File: src/rtl/decode_pkg.sv
// Shared types for the decode queue: instruction classes, RV32I opcodes and the
// decoded-instruction record produced by rv32i_decoder.
package decode_pkg;

    typedef enum logic [3:0] {
        CLASS_ILLEGAL = 4'd0,
        CLASS_ALU_R   = 4'd1,
        CLASS_ALU_I   = 4'd2,
        CLASS_LOAD    = 4'd3,
        CLASS_STORE   = 4'd4,
        CLASS_BRANCH  = 4'd5,
        CLASS_JAL     = 4'd6,
        CLASS_JALR    = 4'd7,
        CLASS_LUI     = 4'd8,
        CLASS_AUIPC   = 4'd9,
        CLASS_SYSTEM  = 4'd10
    } instr_class_e;

    localparam logic [6:0] OPC_ALU_R  = 7'b0110011;
    localparam logic [6:0] OPC_ALU_I  = 7'b0010011;
    localparam logic [6:0] OPC_LOAD   = 7'b0000011;
    localparam logic [6:0] OPC_STORE  = 7'b0100011;
    localparam logic [6:0] OPC_BRANCH = 7'b1100011;
    localparam logic [6:0] OPC_JAL    = 7'b1101111;
    localparam logic [6:0] OPC_JALR   = 7'b1100111;
    localparam logic [6:0] OPC_LUI    = 7'b0110111;
    localparam logic [6:0] OPC_AUIPC  = 7'b0010111;
    localparam logic [6:0] OPC_SYSTEM = 7'b1110011;

    typedef struct packed {
        instr_class_e iclass;
        logic [4:0]   rd;
        logic [4:0]   rs1;
        logic [4:0]   rs2;
        logic [2:0]   funct3;
        logic [6:0]   funct7;
        logic [31:0]  imm;
        logic         illegal;
    } decoded_instr_t;

endpackage

File: src/rtl/decode_queue_if.sv
// Fetch-side and dispatch-side signals of the decode queue.
// With DECODE_QUEUE_STATS_EN defined the statistics counters are carried as well.
interface decode_queue_if #(
    parameter int DEPTH          = 4,
    parameter int ROM_ADDR_WIDTH = 4
);
    localparam int CNT_W = $clog2(DEPTH) + 1;

    logic [31:0]               fetch_instruction;
    logic                      fetch_valid;
    logic                      stall;
    logic                      flush;
    logic [ROM_ADDR_WIDTH-1:0] flush_pc;
    logic                      dec_valid;
    logic                      dec_ready;
    logic [ROM_ADDR_WIDTH-1:0] dec_pc;
    logic [31:0]               dec_instruction;
    logic [3:0]                dec_class;
    logic [4:0]                dec_rd;
    logic [4:0]                dec_rs1;
    logic [4:0]                dec_rs2;
    logic [2:0]                dec_funct3;
    logic [6:0]                dec_funct7;
    logic [31:0]               dec_imm;
    logic                      dec_illegal;
    logic [CNT_W-1:0]          q_count;
`ifdef DECODE_QUEUE_STATS_EN
    logic [31:0]               stat_stall_cycles;
    logic [15:0]               stat_illegal;

    modport master (
        output fetch_instruction, fetch_valid, flush, flush_pc, dec_ready,
        input  stall, dec_valid, dec_pc, dec_instruction, dec_class, dec_rd, dec_rs1,
               dec_rs2, dec_funct3, dec_funct7, dec_imm, dec_illegal, q_count,
               stat_stall_cycles, stat_illegal
    );
    modport slave (
        input  fetch_instruction, fetch_valid, flush, flush_pc, dec_ready,
        output stall, dec_valid, dec_pc, dec_instruction, dec_class, dec_rd, dec_rs1,
               dec_rs2, dec_funct3, dec_funct7, dec_imm, dec_illegal, q_count,
               stat_stall_cycles, stat_illegal
    );
`else
    modport master (
        output fetch_instruction, fetch_valid, flush, flush_pc, dec_ready,
        input  stall, dec_valid, dec_pc, dec_instruction, dec_class, dec_rd, dec_rs1,
               dec_rs2, dec_funct3, dec_funct7, dec_imm, dec_illegal, q_count
    );
    modport slave (
        input  fetch_instruction, fetch_valid, flush, flush_pc, dec_ready,
        output stall, dec_valid, dec_pc, dec_instruction, dec_class, dec_rd, dec_rs1,
               dec_rs2, dec_funct3, dec_funct7, dec_imm, dec_illegal, q_count
    );
`endif
endinterface

File: src/rtl/rv32i_decoder.sv
// Combinational RV32I base decoder: raw instruction word to class, register fields
// and sign-extended immediate. Unknown opcodes (including 32'h0) decode as ILLEGAL.
module rv32i_decoder
    import decode_pkg::*;
(
    input  logic [31:0]    instruction,
    output decoded_instr_t decoded
);

    logic [31:0] imm_i, imm_s, imm_b, imm_u, imm_j;

    assign imm_i = {{20{instruction[31]}}, instruction[31:20]};
    assign imm_s = {{20{instruction[31]}}, instruction[31:25], instruction[11:7]};
    assign imm_b = {{19{instruction[31]}}, instruction[31], instruction[7],
                    instruction[30:25], instruction[11:8], 1'b0};
    assign imm_u = {instruction[31:12], 12'b0};
    assign imm_j = {{11{instruction[31]}}, instruction[31], instruction[19:12],
                    instruction[20], instruction[30:21], 1'b0};

    always_comb begin
        decoded         = '0;
        decoded.rd      = instruction[11:7];
        decoded.rs1     = instruction[19:15];
        decoded.rs2     = instruction[24:20];
        decoded.funct3  = instruction[14:12];
        decoded.funct7  = instruction[31:25];
        decoded.iclass  = CLASS_ILLEGAL;
        decoded.illegal = 1'b0;
        case (instruction[6:0])
            OPC_ALU_R:  decoded.iclass = CLASS_ALU_R;
            OPC_ALU_I:  begin decoded.iclass = CLASS_ALU_I;  decoded.imm = imm_i; end
            OPC_LOAD:   begin decoded.iclass = CLASS_LOAD;   decoded.imm = imm_i; end
            OPC_STORE:  begin decoded.iclass = CLASS_STORE;  decoded.imm = imm_s; end
            OPC_BRANCH: begin decoded.iclass = CLASS_BRANCH; decoded.imm = imm_b; end
            OPC_JAL:    begin decoded.iclass = CLASS_JAL;    decoded.imm = imm_j; end
            OPC_JALR:   begin decoded.iclass = CLASS_JALR;   decoded.imm = imm_i; end
            OPC_LUI:    begin decoded.iclass = CLASS_LUI;    decoded.imm = imm_u; end
            OPC_AUIPC:  begin decoded.iclass = CLASS_AUIPC;  decoded.imm = imm_u; end
            OPC_SYSTEM: begin decoded.iclass = CLASS_SYSTEM; decoded.imm = imm_i; end
            default:    decoded.illegal = 1'b1;
        endcase
    end

endmodule

File: src/rtl/decode_queue.sv
// PC-tagging instruction FIFO between fetch and rename/dispatch, decoding its head entry.
// Define DECODE_QUEUE_STATS_EN to add saturating stall-cycle and popped-illegal counters.
module decode_queue
    import decode_pkg::*;
#(
    parameter int DEPTH          = 4,
    parameter int ROM_ADDR_WIDTH = 4
) (
    input logic           clock,
    input logic           reset,
    decode_queue_if.slave bus
);

    localparam int PTR_W = $clog2(DEPTH);
    localparam int CNT_W = PTR_W + 1;

    typedef struct packed {
        logic [31:0]               instr;
        logic [ROM_ADDR_WIDTH-1:0] pc;
    } entry_t;

    entry_t                    mem_q [DEPTH];
    entry_t                    mem_d [DEPTH];
    logic [PTR_W-1:0]          rd_ptr_q, rd_ptr_d, wr_ptr_q, wr_ptr_d;
    logic [CNT_W-1:0]          count_q, count_d;
    logic [ROM_ADDR_WIDTH-1:0] tag_pc_q, tag_pc_d;

    entry_t         head;
    decoded_instr_t head_dec;
    logic           not_empty, full, push, pop;

    assign head      = mem_q[rd_ptr_q];
    assign not_empty = (count_q != '0);
    assign full      = (count_q == CNT_W'(DEPTH));
    assign push      = bus.fetch_valid && !full && !bus.flush;
    assign pop       = not_empty && bus.dec_ready && !bus.flush;

    rv32i_decoder u_decoder (
        .instruction (head.instr),
        .decoded     (head_dec)
    );

    // Flush overrides any push or pop in the same cycle.
    always_comb begin
        mem_d    = mem_q;
        rd_ptr_d = rd_ptr_q;
        wr_ptr_d = wr_ptr_q;
        count_d  = count_q;
        tag_pc_d = tag_pc_q;
        if (bus.flush) begin
            rd_ptr_d = '0;
            wr_ptr_d = '0;
            count_d  = '0;
            tag_pc_d = bus.flush_pc;
        end else begin
            if (push) begin
                mem_d[wr_ptr_q] = '{instr: bus.fetch_instruction, pc: tag_pc_q};
                wr_ptr_d        = wr_ptr_q + PTR_W'(1);
                tag_pc_d        = tag_pc_q + ROM_ADDR_WIDTH'(1);
            end
            if (pop) rd_ptr_d = rd_ptr_q + PTR_W'(1);
            case ({push, pop})
                2'b10:   count_d = count_q + CNT_W'(1);
                2'b01:   count_d = count_q - CNT_W'(1);
                default: count_d = count_q;
            endcase
        end
    end

    always_ff @(posedge clock or posedge reset) begin
        if (reset) begin
            for (int i = 0; i < DEPTH; i++) mem_q[i] <= '0;
            rd_ptr_q <= '0;
            wr_ptr_q <= '0;
            count_q  <= '0;
            tag_pc_q <= '0;
        end else begin
            mem_q    <= mem_d;
            rd_ptr_q <= rd_ptr_d;
            wr_ptr_q <= wr_ptr_d;
            count_q  <= count_d;
            tag_pc_q <= tag_pc_d;
        end
    end

    // Decoded fields read as zero whenever the queue is empty.
    assign bus.stall           = full;
    assign bus.q_count         = count_q;
    assign bus.dec_valid       = not_empty && !bus.flush;
    assign bus.dec_pc          = not_empty ? head.pc : '0;
    assign bus.dec_instruction = not_empty ? head.instr : '0;
    assign bus.dec_class       = not_empty ? head_dec.iclass : 4'd0;
    assign bus.dec_rd          = not_empty ? head_dec.rd : '0;
    assign bus.dec_rs1         = not_empty ? head_dec.rs1 : '0;
    assign bus.dec_rs2         = not_empty ? head_dec.rs2 : '0;
    assign bus.dec_funct3      = not_empty ? head_dec.funct3 : '0;
    assign bus.dec_funct7      = not_empty ? head_dec.funct7 : '0;
    assign bus.dec_imm         = not_empty ? head_dec.imm : '0;
    assign bus.dec_illegal     = not_empty && head_dec.illegal;

`ifdef DECODE_QUEUE_STATS_EN
    logic [31:0] stall_cycles_q, stall_cycles_d;
    logic [15:0] illegal_cnt_q, illegal_cnt_d;

    always_comb begin
        stall_cycles_d = stall_cycles_q;
        illegal_cnt_d  = illegal_cnt_q;
        if (full && bus.fetch_valid && (stall_cycles_q != '1))
            stall_cycles_d = stall_cycles_q + 32'd1;
        if (pop && head_dec.illegal && (illegal_cnt_q != '1))
            illegal_cnt_d = illegal_cnt_q + 16'd1;
    end

    always_ff @(posedge clock or posedge reset) begin
        if (reset) begin
            stall_cycles_q <= '0;
            illegal_cnt_q  <= '0;
        end else begin
            stall_cycles_q <= stall_cycles_d;
            illegal_cnt_q  <= illegal_cnt_d;
        end
    end

    assign bus.stat_stall_cycles = stall_cycles_q;
    assign bus.stat_illegal      = illegal_cnt_q;
`endif

endmodule
File: src/flat_wrapper.sv
// flat-port wrapper written by rule: the top's interface ports become plain ports
module decode_queue_flat import decode_pkg::*;
#(
    parameter int DEPTH          = 4,
    parameter int ROM_ADDR_WIDTH = 4
)
  (clock, reset, bus_fetch_instruction, bus_fetch_valid, bus_flush, bus_flush_pc, bus_dec_ready, bus_stall, bus_dec_valid, bus_dec_pc, bus_dec_instruction, bus_dec_class, bus_dec_rd, bus_dec_rs1, bus_dec_rs2, bus_dec_funct3, bus_dec_funct7, bus_dec_imm, bus_dec_illegal, bus_q_count);
  decode_queue_if #(.DEPTH(DEPTH), .ROM_ADDR_WIDTH(ROM_ADDR_WIDTH)) bus_i ();
  input logic clock;
  input logic reset;
  input wire logic [$bits(bus_i.fetch_instruction)-1:0] bus_fetch_instruction;
  input wire logic [$bits(bus_i.fetch_valid)-1:0] bus_fetch_valid;
  input wire logic [$bits(bus_i.flush)-1:0] bus_flush;
  input wire logic [$bits(bus_i.flush_pc)-1:0] bus_flush_pc;
  input wire logic [$bits(bus_i.dec_ready)-1:0] bus_dec_ready;
  output wire logic [$bits(bus_i.stall)-1:0] bus_stall;
  output wire logic [$bits(bus_i.dec_valid)-1:0] bus_dec_valid;
  output wire logic [$bits(bus_i.dec_pc)-1:0] bus_dec_pc;
  output wire logic [$bits(bus_i.dec_instruction)-1:0] bus_dec_instruction;
  output wire logic [$bits(bus_i.dec_class)-1:0] bus_dec_class;
  output wire logic [$bits(bus_i.dec_rd)-1:0] bus_dec_rd;
  output wire logic [$bits(bus_i.dec_rs1)-1:0] bus_dec_rs1;
  output wire logic [$bits(bus_i.dec_rs2)-1:0] bus_dec_rs2;
  output wire logic [$bits(bus_i.dec_funct3)-1:0] bus_dec_funct3;
  output wire logic [$bits(bus_i.dec_funct7)-1:0] bus_dec_funct7;
  output wire logic [$bits(bus_i.dec_imm)-1:0] bus_dec_imm;
  output wire logic [$bits(bus_i.dec_illegal)-1:0] bus_dec_illegal;
  output wire logic [$bits(bus_i.q_count)-1:0] bus_q_count;
  assign bus_i.fetch_instruction = bus_fetch_instruction;
  assign bus_i.fetch_valid = bus_fetch_valid;
  assign bus_i.flush = bus_flush;
  assign bus_i.flush_pc = bus_flush_pc;
  assign bus_i.dec_ready = bus_dec_ready;
  assign bus_stall = bus_i.stall;
  assign bus_dec_valid = bus_i.dec_valid;
  assign bus_dec_pc = bus_i.dec_pc;
  assign bus_dec_instruction = bus_i.dec_instruction;
  assign bus_dec_class = bus_i.dec_class;
  assign bus_dec_rd = bus_i.dec_rd;
  assign bus_dec_rs1 = bus_i.dec_rs1;
  assign bus_dec_rs2 = bus_i.dec_rs2;
  assign bus_dec_funct3 = bus_i.dec_funct3;
  assign bus_dec_funct7 = bus_i.dec_funct7;
  assign bus_dec_imm = bus_i.dec_imm;
  assign bus_dec_illegal = bus_i.dec_illegal;
  assign bus_q_count = bus_i.q_count;
  decode_queue #(.DEPTH(DEPTH), .ROM_ADDR_WIDTH(ROM_ADDR_WIDTH)) u_core (.clock(clock), .reset(reset), .bus(bus_i));
endmodule
File: config.mk
export PLATFORM = sky130hd
export DESIGN_NAME = decode_queue_flat
export DESIGN_NICKNAME = d
export VERILOG_FILES = /design/src/rtl/decode_pkg.sv /design/src/rtl/decode_queue_if.sv /design/src/rtl/rv32i_decoder.sv /design/src/rtl/decode_queue.sv /design/src/flat_wrapper.sv
export SDC_FILE = /design/constraint.sdc
export NUM_CORES = 1
export LEC_CHECK = 0
export CORE_UTILIZATION = 52
export DETAILED_ROUTE_END_ITERATION = 10
export MAX_ROUTING_LAYER = met4
export PLACE_DENSITY_LB_ADDON = 0.15
export SYNTH_ARGS = -nofsm -noshare
export SYNTH_HDL_FRONTEND = slang
export SYNTH_HIERARCHICAL = 1
export SYNTH_SLANG_ARGS = --single-unit
File: constraint.sdc
create_clock -name clock -period 13.65 [get_ports clock]
set_input_delay 2.73 -clock clock [delete_from_list [all_inputs] [get_ports clock]]
set_output_delay 2.73 -clock clock [all_outputs]
set_load 0.01 [all_outputs]
* Word level (Yosys, flattened, before mapping)
Cells that the tools add are included.
** Word-level totals
- Output and inout port bits :: 103
- Input bits :: 41
- Word-level logic and storage cells :: 79
- Flip-flop bits (word level) :: 155
** Operators by class
- Bitwise gates (word level) :: 3
- Reduce and logical (&&, ||, !) cells :: 17
- Mux-type cells :: 26
- Equal/unequal tests :: 13
- $add $sub $neg :: 5
- $lt $le $gt $ge :: 3
** Operators with widths (count)
- 32-bit one-hot mux with 5 select lines :: 1
- 144-bit bitwise mux :: 1
- 36-bit two-way mux :: 3
- 36-bit binary-select mux with 2-bit select :: 1
- 36-bit demux with 2-bit select :: 1
- 32-bit two-way mux :: 2
- 4-bit one-hot mux with 10 select lines :: 1
- 7-bit equality test, second input constant :: 4
- 7-bit by 6-bit equality test with 1-bit output, second input constant :: 3
- 4-bit two-way mux :: 4
- 5-bit two-way mux :: 3
- 7-bit by 5-bit equality test with 1-bit output, second input constant :: 2
- 10-bit OR reduction :: 1
- 2-bit two-way mux :: 4
- 7-bit by 2-bit equality test with 1-bit output, second input constant :: 1
- 1-bit logical AND :: 7
- 7-bit two-way mux :: 1
- 3-bit greater-or-equal comparator, second input constant :: 2
- 3-bit two-way mux :: 2
- 2-bit inverter with 3-bit output :: 2
- 3-bit one-hot mux with 2 select lines :: 1
- 3-bit nonzero test :: 2
- 2-bit by 1-bit adder with 2-bit output, second input constant :: 2
- 4-bit by 1-bit adder with 4-bit output, second input constant :: 1
- other kinds (13) :: 15

* Depth between registers and ports, before layout
Gate-level depths: netlist (run 1).
- Depth after elaboration :: 8
- Mapped depth :: 9
- Mapped depth without buffers :: 6

* Modules after synthesis
The synthesis (run 1) kept the hierarchy.
** Modules (own cells, without submodules)
- decode_queue :: cells each 543, times used 1, sequential area each 3878.7 sq um, area each 8260.4 sq um
- rv32i_decoder :: cells each 118, times used 1, sequential area each 0.0 sq um, area each 834.6 sq um

* Least setup slack after synthesis (run 1)
OpenSTA, ideal clock, no wires.
- Kind :: input port to output port
- Start :: in bus_flush
- End :: out bus_dec_valid
- Path slack :: 7.817 ns
- Required time :: 10.920 ns
- Cell stages on the path :: 2
- Buffers on the path :: 1
- Arrival time :: 3.103 ns
- Cell sequence :: clkbuf_1 > nor2_1
** On the way
- Word-level cells in the longest chain between the ends :: 2
** RTL lines
- from (decl) :: RTL line flat_wrapper.sv:13 : input wire logic [$bits(bus_i.flush)-1:0] bus_flush;
- 1-bit zero test :: RTL line decode_queue.sv:89 : assign bus.dec_valid = not_empty && !bus.flush;
- 1-bit logical AND :: RTL line decode_queue.sv:89
- to (decl) :: RTL line flat_wrapper.sv:17 : output wire logic [$bits(bus_i.dec_valid)-1:0] bus_dec_valid;
Every way passes these cells.

==> impl_metrics.yaml, run 1 <==
placed_design:
  portBuffers: 143
  dp.cells: 960
  place_area_um2: 10250
  hpwl_um: 13130
  gp_congestion: 0.8251
worst_setup_path:
  worst-path-buf-inv: 2
  critPathLaunchType: "flop"
  crit_start: "u_core/rd_ptr_q[0]"
  cp_slowest_cell: "mux4_2"
  crit_path_cell_trace: "buf_4, mux4_2, nor2b_1, a31oi_1, nor3_2, a21o_1, nor2b_1, clkdlybuf4s50_1"
  ff2ff_setup_slack_ns: 11.02
  worstSetupPathType: "flop to output port"
  arrival_ns: 4.32
  endpoint_kind: "output port"
  cpMostUsedCell: "nor2b_1"
  crit_end: "bus_dec_imm[16]"
  cp_num_cells: 8
  critPathRequiredTime_ns: 10.92
  slowest_delay_ns: 0.76
  worst_r2r_path_depth: 3
  cpLargestDelayFamily: "buffers and inverters"
  crit_path_max_fanout: 24
  worstReg2RegEnd: "u_core/mem_q[24]"
  worst_r2r_startpoint: "u_core/bus.q_count[0]"
finish:
  final_cells: 990
  layout_commonest_cell: "dfrtp_1"
  fillers: 1290
  antenna_cells: 0
  design_area_um2: 10860
  finish.utilization_pct: 64.60
  area_growth_pct: 19.45
  layout.nets: 806
  layout_common_cells: "dfrtp_1 (153), clkdlybuf4s50_1 (143), mux2_4 (120)"
  regArea_um2: 3881
  multi_input_area_um2: 4583
  drive_above_1_share_pct: 30.52
hold_path:
  hp-class: "flop to flop"
  whs_path_depth: 1
sta:
  rsz0062_at_grt: "no"
  clock_skew_ns: 0.004631
  tns_ns: 0
  holdWs_ns: 0.5009
  finalSetupViolations: 0
  final.min_clock_period_ns: 7.045
  fmax_mhz: 141.9
  slew_viol_final: 0
  hold_violations: 0
  tightestPinTransition_ns: 0.9813
  final.period_utilization_pct: 51.61
  relSlewSlack_pct: 34.58
synth:
  synth_async_sr_flop_share_pct: 100.0
  synth-main-ff-cell: "dfrtp_1"
  synthDistinctLibCells: 62
  synth_top_area_share_pct: 42.65
  ys_top_cells_by_area: "dfrtp_1 (43%), mux2_4 (20%), mux4_2 (8.9%)"
  syn_inst: 661
  syn-num-nets: 708
  synth-seq-cells: 155
  syn_area_per_cell_um2: 13.76
  synth_edf_count: 0
  yosys_warnings: 6
  yosysTopAreaCell: "dfrtp_1"
  netlist_area_um2: 9095
  synth.yosys.seq_area_share_pct: 42.65
power:
  leakage_nw: 4.906
  p_per_area_nw_per_um2: 159.9
  vdd.ir_drop.worst_mv: 0.1010
floorplanning:
  ios: 144
  rows: 47
  die_y_um: 134.3
  die_x_um: 134.3
  core-area_um2: 16820
  dieArea_um2: 18020
  start_util_pct: 54.08
drt:
  viasPerCell: 5.704
  drc_errors: 0
  wire_per_inst_um: 20.90
  drt_iter0_markers: 354
  drt_first_pass_iters: 4
  ant_nets: 0
  wl_um: 20690
  vias: 5647
cts:
  clkSlewWorstSetupHoldPaths_ns: 0.06
  numCtsBuffers: 17
  postCtsSetupBuffers: 0
  clock-sinks: 155
  insertion_delay_ns: 0.42
  cts.htree.levels: 4
  cts-resized-gates: 0
  cts_hold_buf: 0
  cts_tree: "done"
  cts_buffer_depth: 2
  clockRootBuffer: "clkbuf_16"
global_route:
  grtUsageTotal_pct: 24.70
  antenna_found_initial: 0
  grt_pass1_wl_um: 33060
  overflow: 0
  grt_max_degree: 97
  first_global_vias: 5949
status:
  status: "completed"
run:
  drv_cap: 0
==> layer usage <==
| metal | global-route usage, % | share of wire [%] | vias to the layer above |
|---|---|---|---|
| met2 | 39.55 | 49 | 191 |
| li1 | - | - | 2531 |
| met4 | 5.618 | 0.91 | 0 |
| met1 | 33.06 | 45 | 2908 |
| met3 | 4.195 | 4.9 | 17 |
| met5 | - | 0 | - |
==> where the power goes <==
part / internal [mW] / switching, mW
combinational: 0.348 / 0.237
sequential: 0.584 / 0.0776
clock: 0.308 / 0.183
total: 1.24 / 0.497
==> cells in the mapped netlist (4+ instances only) <==
library cell / instances
nand2_1: 11
nand3_1: 7
mux2_4: 120
ha_1: 5
nor2_1: 10
and2_1: 6
buf_4: 28
a21oi_1: 9
buf_2: 8
nand3_4: 4
clkbuf_1: 14
o21ai_0: 6
buf_12: 12
mux2_2: 25
mux4_2: 36
nor2b_1: 103
nor3_1: 5
a21o_1: 19
a22o_1: 4
a31oi_1: 5
inv_1: 8
dfrtp_1: 155
==> cell type report <==
cell class	count	area share [%]
tap	220	2.534
inverter	10	0.3916
multi-input combinational	427	42.19
clock inverter	12	1.601
sequential	155	35.72
timing repair buffer	148	13.52
clock buffer	18	4.042
==> worst min-delay path by stage <==
stage | start | to | slack (ns)
after floorplan | u_core/mem_q[105] | u_core/mem_q[105] | 0.47
after global placement | u_core/mem_q[136] | u_core/mem_q[136] | 0.48
after detailed placement | u_core/mem_q[57] | u_core/mem_q[57] | 0.49
after CTS | u_core/mem_q[35] | u_core/mem_q[35] | 0.50
after global routing | u_core/mem_q[67] | u_core/mem_q[67] | 0.51
final | u_core/mem_q[35] | u_core/mem_q[35] | 0.50
==> sequential cells by signal, indices dropped and copies added (netlist names) <==
| name | cells |
|---|---|
| u_core/bus.q_count | 3 |
| u_core/mem_q | 144 |
| u_core/rd_ptr_q | 2 |
| u_core/tag_pc_q | 4 |
| u_core/wr_ptr_q | 2 |
==> logic make-up after synthesis <==
family | count (synthesis) | synth area share [%]
XOR/XNOR | 5 | 0.4816
AND/OR/NAND/NOR | 170 | 11.87
AO/OA/AOI/OAI | 65 | 5.311
flip-flops | 155 | 42.65
buffers and inverters | 79 | 6.961
adder cells (fa/ha/maj) | 6 | 0.9080
multiplexers | 181 | 31.82
==> stage by stage <==
stage / power (mW) / setup WS, ns
floorplan: 1.100 / 6.742
global placement: 1.222 / 6.746
detailed placement: 1.247 / 6.744
CTS: 1.746 / 6.531
global route: 1.817 / 6.292
finish: 1.737 / 6.605
Note: power is estimated with default switching activity, not from simulation.
==> run 2: changes to the inputs <==
--- a/config.mk
+++ b/config.mk
@@ -5,7 +5,7 @@
 export SDC_FILE = /design/constraint.sdc
 export NUM_CORES = 1
 export LEC_CHECK = 0
-export CORE_UTILIZATION = 52
+export CORE_UTILIZATION = 49
 export DETAILED_ROUTE_END_ITERATION = 10
 export MAX_ROUTING_LAYER = met4
 export PLACE_DENSITY_LB_ADDON = 0.15
==> constraint.sdc (replaced) <==
create_clock -name clock -period 5.9 [get_ports clock]
set_input_delay 1.18 -clock clock [delete_from_list [all_inputs] [get_ports clock]]
set_output_delay 1.18 -clock clock [all_outputs]
set_load 0.01 [all_outputs]
==> impl_metrics.yaml, run 2 (same netlist as run 1, synthesis figures left out) <==
status:
  status: "finished with violations"
  violations: "DRC"
sta:
  fmax_mhz: 201.9
  relSlewSlack_pct: 33.38
  final.min_clock_period_ns: 4.953
  final.period_utilization_pct: 83.94
  clock_skew_ns: 0.008512
  holdWs_ns: 0.4995
  hold_violations: 0
  rsz0062_at_grt: "no"
  slew_viol_final: 0
  tns_ns: 0
  finalSetupViolations: 0
  tightestPinTransition_ns: 0.9960
floorplanning:
  core-area_um2: 18090
  rows: 49
  die_y_um: 138.2
  ios: 144
  die_x_um: 138.2
  start_util_pct: 50.29
  dieArea_um2: 19110
global_route:
  grt_pass1_wl_um: 33690
  overflow: 0
  first_global_vias: 5895
  grtUsageTotal_pct: 23.53
  antenna_found_initial: 0
  grt_max_degree: 109
drt:
  viasPerCell: 5.527
  drt_iter0_markers: 353
  vias: 5533
  wire_per_inst_um: 20.61
  wl_um: 20630
  drc_errors: 32
  ant_nets: 0
  drt_first_pass_iters: 11
cts:
  clkSlewWorstSetupHoldPaths_ns: 0.06
  cts.htree.levels: 4
  cts-resized-gates: 0
  numCtsBuffers: 17
  cts_tree: "done"
  clock-sinks: 155
  cts_buffer_depth: 2
  postCtsSetupBuffers: 0
  cts_hold_buf: 0
  clockRootBuffer: "clkbuf_16"
  insertion_delay_ns: 0.43
finish:
  drive_above_1_share_pct: 30.31
  area_growth_pct: 19.63
  layout_commonest_cell: "dfrtp_1"
  layout_common_cells: "dfrtp_1 (153), clkdlybuf4s50_1 (143), mux2_4 (120)"
  fillers: 1389
  antenna_cells: 0
  max_flop_register: "u_core/mem_q"
  layout.nets: 806
  finish.utilization_pct: 60.16
  design_area_um2: 10880
  largest_reg_flops: 144
worst_setup_path:
  crit_path_max_fanout: 16
  worstSetupPathType: "flop to output port"
  arrival_ns: 3.77
  endpoint_kind: "output port"
  critPathRequiredTime_ns: 4.72
  critPathLaunchType: "flop"
placed_design:
  gp_congestion: 0.7882
  hpwl_um: 13530
  portBuffers: 143
  place_area_um2: 10270
power:
  p_sw_share_pct: 28.87
  power_frac_comb_pct: 33.7
  leakage_nw: 4.912
  internal_power_mw: 2.848
  seq_power_share_pct: 38.3
  p_per_area_nw_per_um2: 368.0
  vdd.ir_drop.worst_mv: 0.2179
  power_frac_clock_pct: 28.0
  power.switching_mw: 1.156
hold_path:
  hp-class: "flop to flop"
run:
  drv_cap: 0
-- run 2: changes by cell type in the layout (fill, tap and decap cells not counted) --
| cell | delta |
|---|---|
| clkinv_4 | +2 |
| bufinv_16 | -1 |
| buf_4 | -1 |
| clkbuf_1 | +3 |
| clkbuf_8 | +1 |
| clkinv_2 | -1 |
| clkinvlp_4 | -2 |
| buf_12 | +1 |
-- run 2: per-stage QoR --
step	setup WS [ns]	std cells	total power, mW
final	0.9474	1001	4.004
after CTS	0.9087	1001	4.028
after floorplan	0.5418	661	2.546
after detailed placement	1.367	969	2.896
after global placement	1.421	969	2.839
after global routing	0.7056	1001	4.200
-- run 2: final timing paths --
path	slack, ns	cells past startpoint	end	from
worst min register to register	0.50	1	u_core/mem_q[67]	u_core/mem_q[67]
max in group asynchronous	3.35	3	u_core/mem_q[140]	reset
min in group asynchronous	1.35	2	u_core/mem_q[122]	reset
worst max-delay path	0.95	6	bus_dec_imm[1]	u_core/rd_ptr_q[0]
worst max register to register	3.31	3	u_core/mem_q[18]	u_core/bus.q_count[0]
worst min-delay path	0.50	1	u_core/mem_q[67]	u_core/mem_q[67]
-- run 2: power by group through the flow --
stage / clock [mW] / sequential (mW) / combinational (mW)
2_1_floorplan: 0 / 1.47 / 1.08
3_3_place_gp: 0 / 1.52 / 1.32
3_5_place_dp: 0 / 1.54 / 1.35
4_1_cts: 1.14 / 1.53 / 1.36
5_1_grt: 1.18 / 1.57 / 1.45
6_report: 1.12 / 1.53 / 1.35
-- run 2: per-layer routing --
metal	share of wire, %	vias to the layer above	global-route usage [%]
met3	4.4	21	4.434
met1	45	2829	30.33
li1	-	2531	-
met4	1.2	0	6.682
met5	0	-	-
met2	49	152	38.10
-- run 2: cell type report --
class | count | area [um^2] | area share, %
Sequential cell | 155 | 3881 | 35.67
Inverter | 10 | 42.54 | 0.3910
Multi-Input combinational cell | 427 | 4583 | 42.12
Timing Repair Buffer | 148 | 1481 | 13.62
Clock inverter | 10 | 141.4 | 1.299
Tap cell | 229 | 286.5 | 2.633
Clock buffer | 22 | 464.2 | 4.266
-- run 2: critical path, cell delays in order, from the launching register on --
cell	delay, ns
dfrtp_2	0.72
mux4_2	0.70
nand3b_1	0.30
nor3_1	0.68
a22o_1	0.25
nor2b_1	0.13
clkdlybuf4s50_1	0.56
==> run 3: changes to the inputs <==
--- a/config.mk
+++ b/config.mk
@@ -5,7 +5,7 @@
 export SDC_FILE = /design/constraint.sdc
 export NUM_CORES = 1
 export LEC_CHECK = 0
-export CORE_UTILIZATION = 49
+export CORE_UTILIZATION = 52
 export DETAILED_ROUTE_END_ITERATION = 10
 export MAX_ROUTING_LAYER = met4
 export PLACE_DENSITY_LB_ADDON = 0.15
==> constraint.sdc (replaced) <==
create_clock -name clock -period 5.2 [get_ports clock]
set_input_delay 1.04 -clock clock [delete_from_list [all_inputs] [get_ports clock]]
set_output_delay 1.04 -clock clock [all_outputs]
set_load 0.01 [all_outputs]
==> impl_metrics.yaml, run 3 (same netlist as run 1, synthesis figures left out) <==
status:
  status: "completed"
drt:
  wire_per_inst_um: 20.92
  drt_first_pass_iters: 4
  drt_iter0_markers: 358
  viasPerCell: 5.601
  ant_nets: 0
  drc_errors: 0
  wl_um: 20810
  vias: 5573
cts:
  clock-sinks: 155
  cts_buffer_depth: 2
  postCtsSetupBuffers: 0
  cts.htree.levels: 4
  cts_hold_buf: 0
  numCtsBuffers: 17
  cts_tree: "done"
  insertion_delay_ns: 0.42
  clkSlewWorstSetupHoldPaths_ns: 0.06
  cts-resized-gates: 0
  clockRootBuffer: "clkbuf_16"
global_route:
  grt_max_degree: 106
  antenna_found_initial: 0
  grt_pass1_wl_um: 33440
  first_global_vias: 6027
  grtUsageTotal_pct: 25.26
  overflow: 0
worst_setup_path:
  slowest_delay_ns: 0.70
  worst_r2r_path_depth: 3
  worst_r2r_startpoint: "u_core/bus.q_count[0]"
  crit_start: "u_core/rd_ptr_q[0]"
  cpLargestDelayFamily: "simple AND/OR/NAND/NOR gates"
  worstSetupPathType: "flop to output port"
  critPathRequiredTime_ns: 4.16
  endpoint_kind: "output port"
  worst-path-buf-inv: 1
  critPathLaunchType: "flop"
  crit_path_cell_trace: "mux4_2, or2_4, a2111oi_4, or2_1, and2_1, nor2b_1, clkdlybuf4s50_1"
  crit_path_max_fanout: 14
  arrival_ns: 3.55
  cp_num_cells: 7
  cp_slowest_cell: "mux4_2"
  ff2ff_setup_slack_ns: 2.59
power:
  power_frac_clock_pct: 26.9
  p_sw_share_pct: 29.43
  internal_power_mw: 3.171
  vdd.ir_drop.worst_mv: 0.2394
  leakage_nw: 4.906
  p_per_area_nw_per_um2: 413.5
  power.switching_mw: 1.322
  seq_power_share_pct: 38.6
  power_frac_comb_pct: 34.5
placed_design:
  portBuffers: 143
  hpwl_um: 13490
  place_area_um2: 10300
  gp_congestion: 0.8760
run:
  drv_cap: 0
sta:
  relSlewSlack_pct: 23.79
  hold_violations: 0
  final.period_utilization_pct: 88.35
  final.min_clock_period_ns: 4.594
  finalSetupViolations: 0
  tightestPinTransition_ns: 1.139
  clock_skew_ns: 0.007323
  tns_ns: 0
  slew_viol_final: 0
  rsz0062_at_grt: "no"
  fmax_mhz: 217.7
hold_path:
  whs_path_depth: 1
  hp-class: "flop to flop"
  hold_start: "u_core/mem_q[31]"
floorplanning:
  die_x_um: 134.3
  start_util_pct: 54.08
  core-area_um2: 16820
  die_y_um: 134.3
  dieArea_um2: 18020
  ios: 144
  rows: 47
finish:
  design_area_um2: 10870
  layout_common_cells: "dfrtp_1 (153), clkdlybuf4s50_1 (143), mux2_4 (120)"
  antenna_cells: 0
  drive_above_1_share_pct: 30.71
  layout_commonest_cell: "dfrtp_1"
  area_growth_pct: 19.48
  fillers: 1289
  layout.nets: 810
  max_flop_register: "u_core/mem_q"
  largest_reg_flops: 144
run 3: worst paths after layout:
| check | end |
|---|---|
| max | bus_dec_imm[10] |
| min | u_core/mem_q[31] |
| max reg2reg | u_core/mem_q[97] |
| min reg2reg | u_core/mem_q[31] |
| max in group asynchronous | u_core/wr_ptr_q[1] |
| min in group asynchronous | u_core/mem_q[16] |
run 3: final cells by class:
class,instances,area [um^2],share of cell area [%]
Clock buffer,21,450.4,4.145
Clock inverter,10,118.9,1.094
Inverter,10,41.29,0.3800
Multi-Input combinational cell,427,4588,42.22
Sequential cell,155,3881,35.72
Tap cell,220,275.3,2.533
Timing Repair Buffer,152,1511,13.91
run 3: power groups by stage:
stage                     Clock [mW]  Combinational [mW]  Sequential (mW)
after global routing            1.29                1.66             1.77
after global placement             0                1.51             1.72
after CTS                       1.24                1.56             1.73
final                           1.21                1.55             1.73
after floorplan                    0                1.22             1.67
after detailed placement           0                1.55             1.74
run 3: stage by stage:
| step | utilization, % | instances | setup WS [ns] | hold slack (ns) | power, mW |
|---|---|---|---|---|---|
| after floorplan | - | 661 | 1.819 | 0.4739 | 2.889 |
| after CTS | 64.61 | 995 | 0.5581 | 0.5052 | 4.526 |
| final | 64.61 | 995 | 0.6057 | 0.4986 | 4.493 |
| after global placement | 61.23 | 964 | 1.101 | 0.4822 | 3.224 |
| after global routing | 64.61 | 995 | 0.4145 | 0.5163 | 4.715 |
| after detailed placement | 61.23 | 964 | 1.037 | 0.4877 | 3.291 |
run 3: worst reg2reg max path, delay by kind of cell, from the launching register on:
| kind | cells | cell delay (ns) |
|---|---|---|
| AND/OR/NAND/NOR | 2 | 1.29 |
| flip-flops | 1 | 0.61 |
| multiplexers | 1 | 0.59 |
run 3: per-layer routing:
metal	global-route usage [%]	up-vias	wire length (um)
met1	32.86	2867	9118
met4	6.242	0	244
met3	5.707	21	1029
met2	40.18	154	10420
met5	-	-	0
li1	-	2531	-
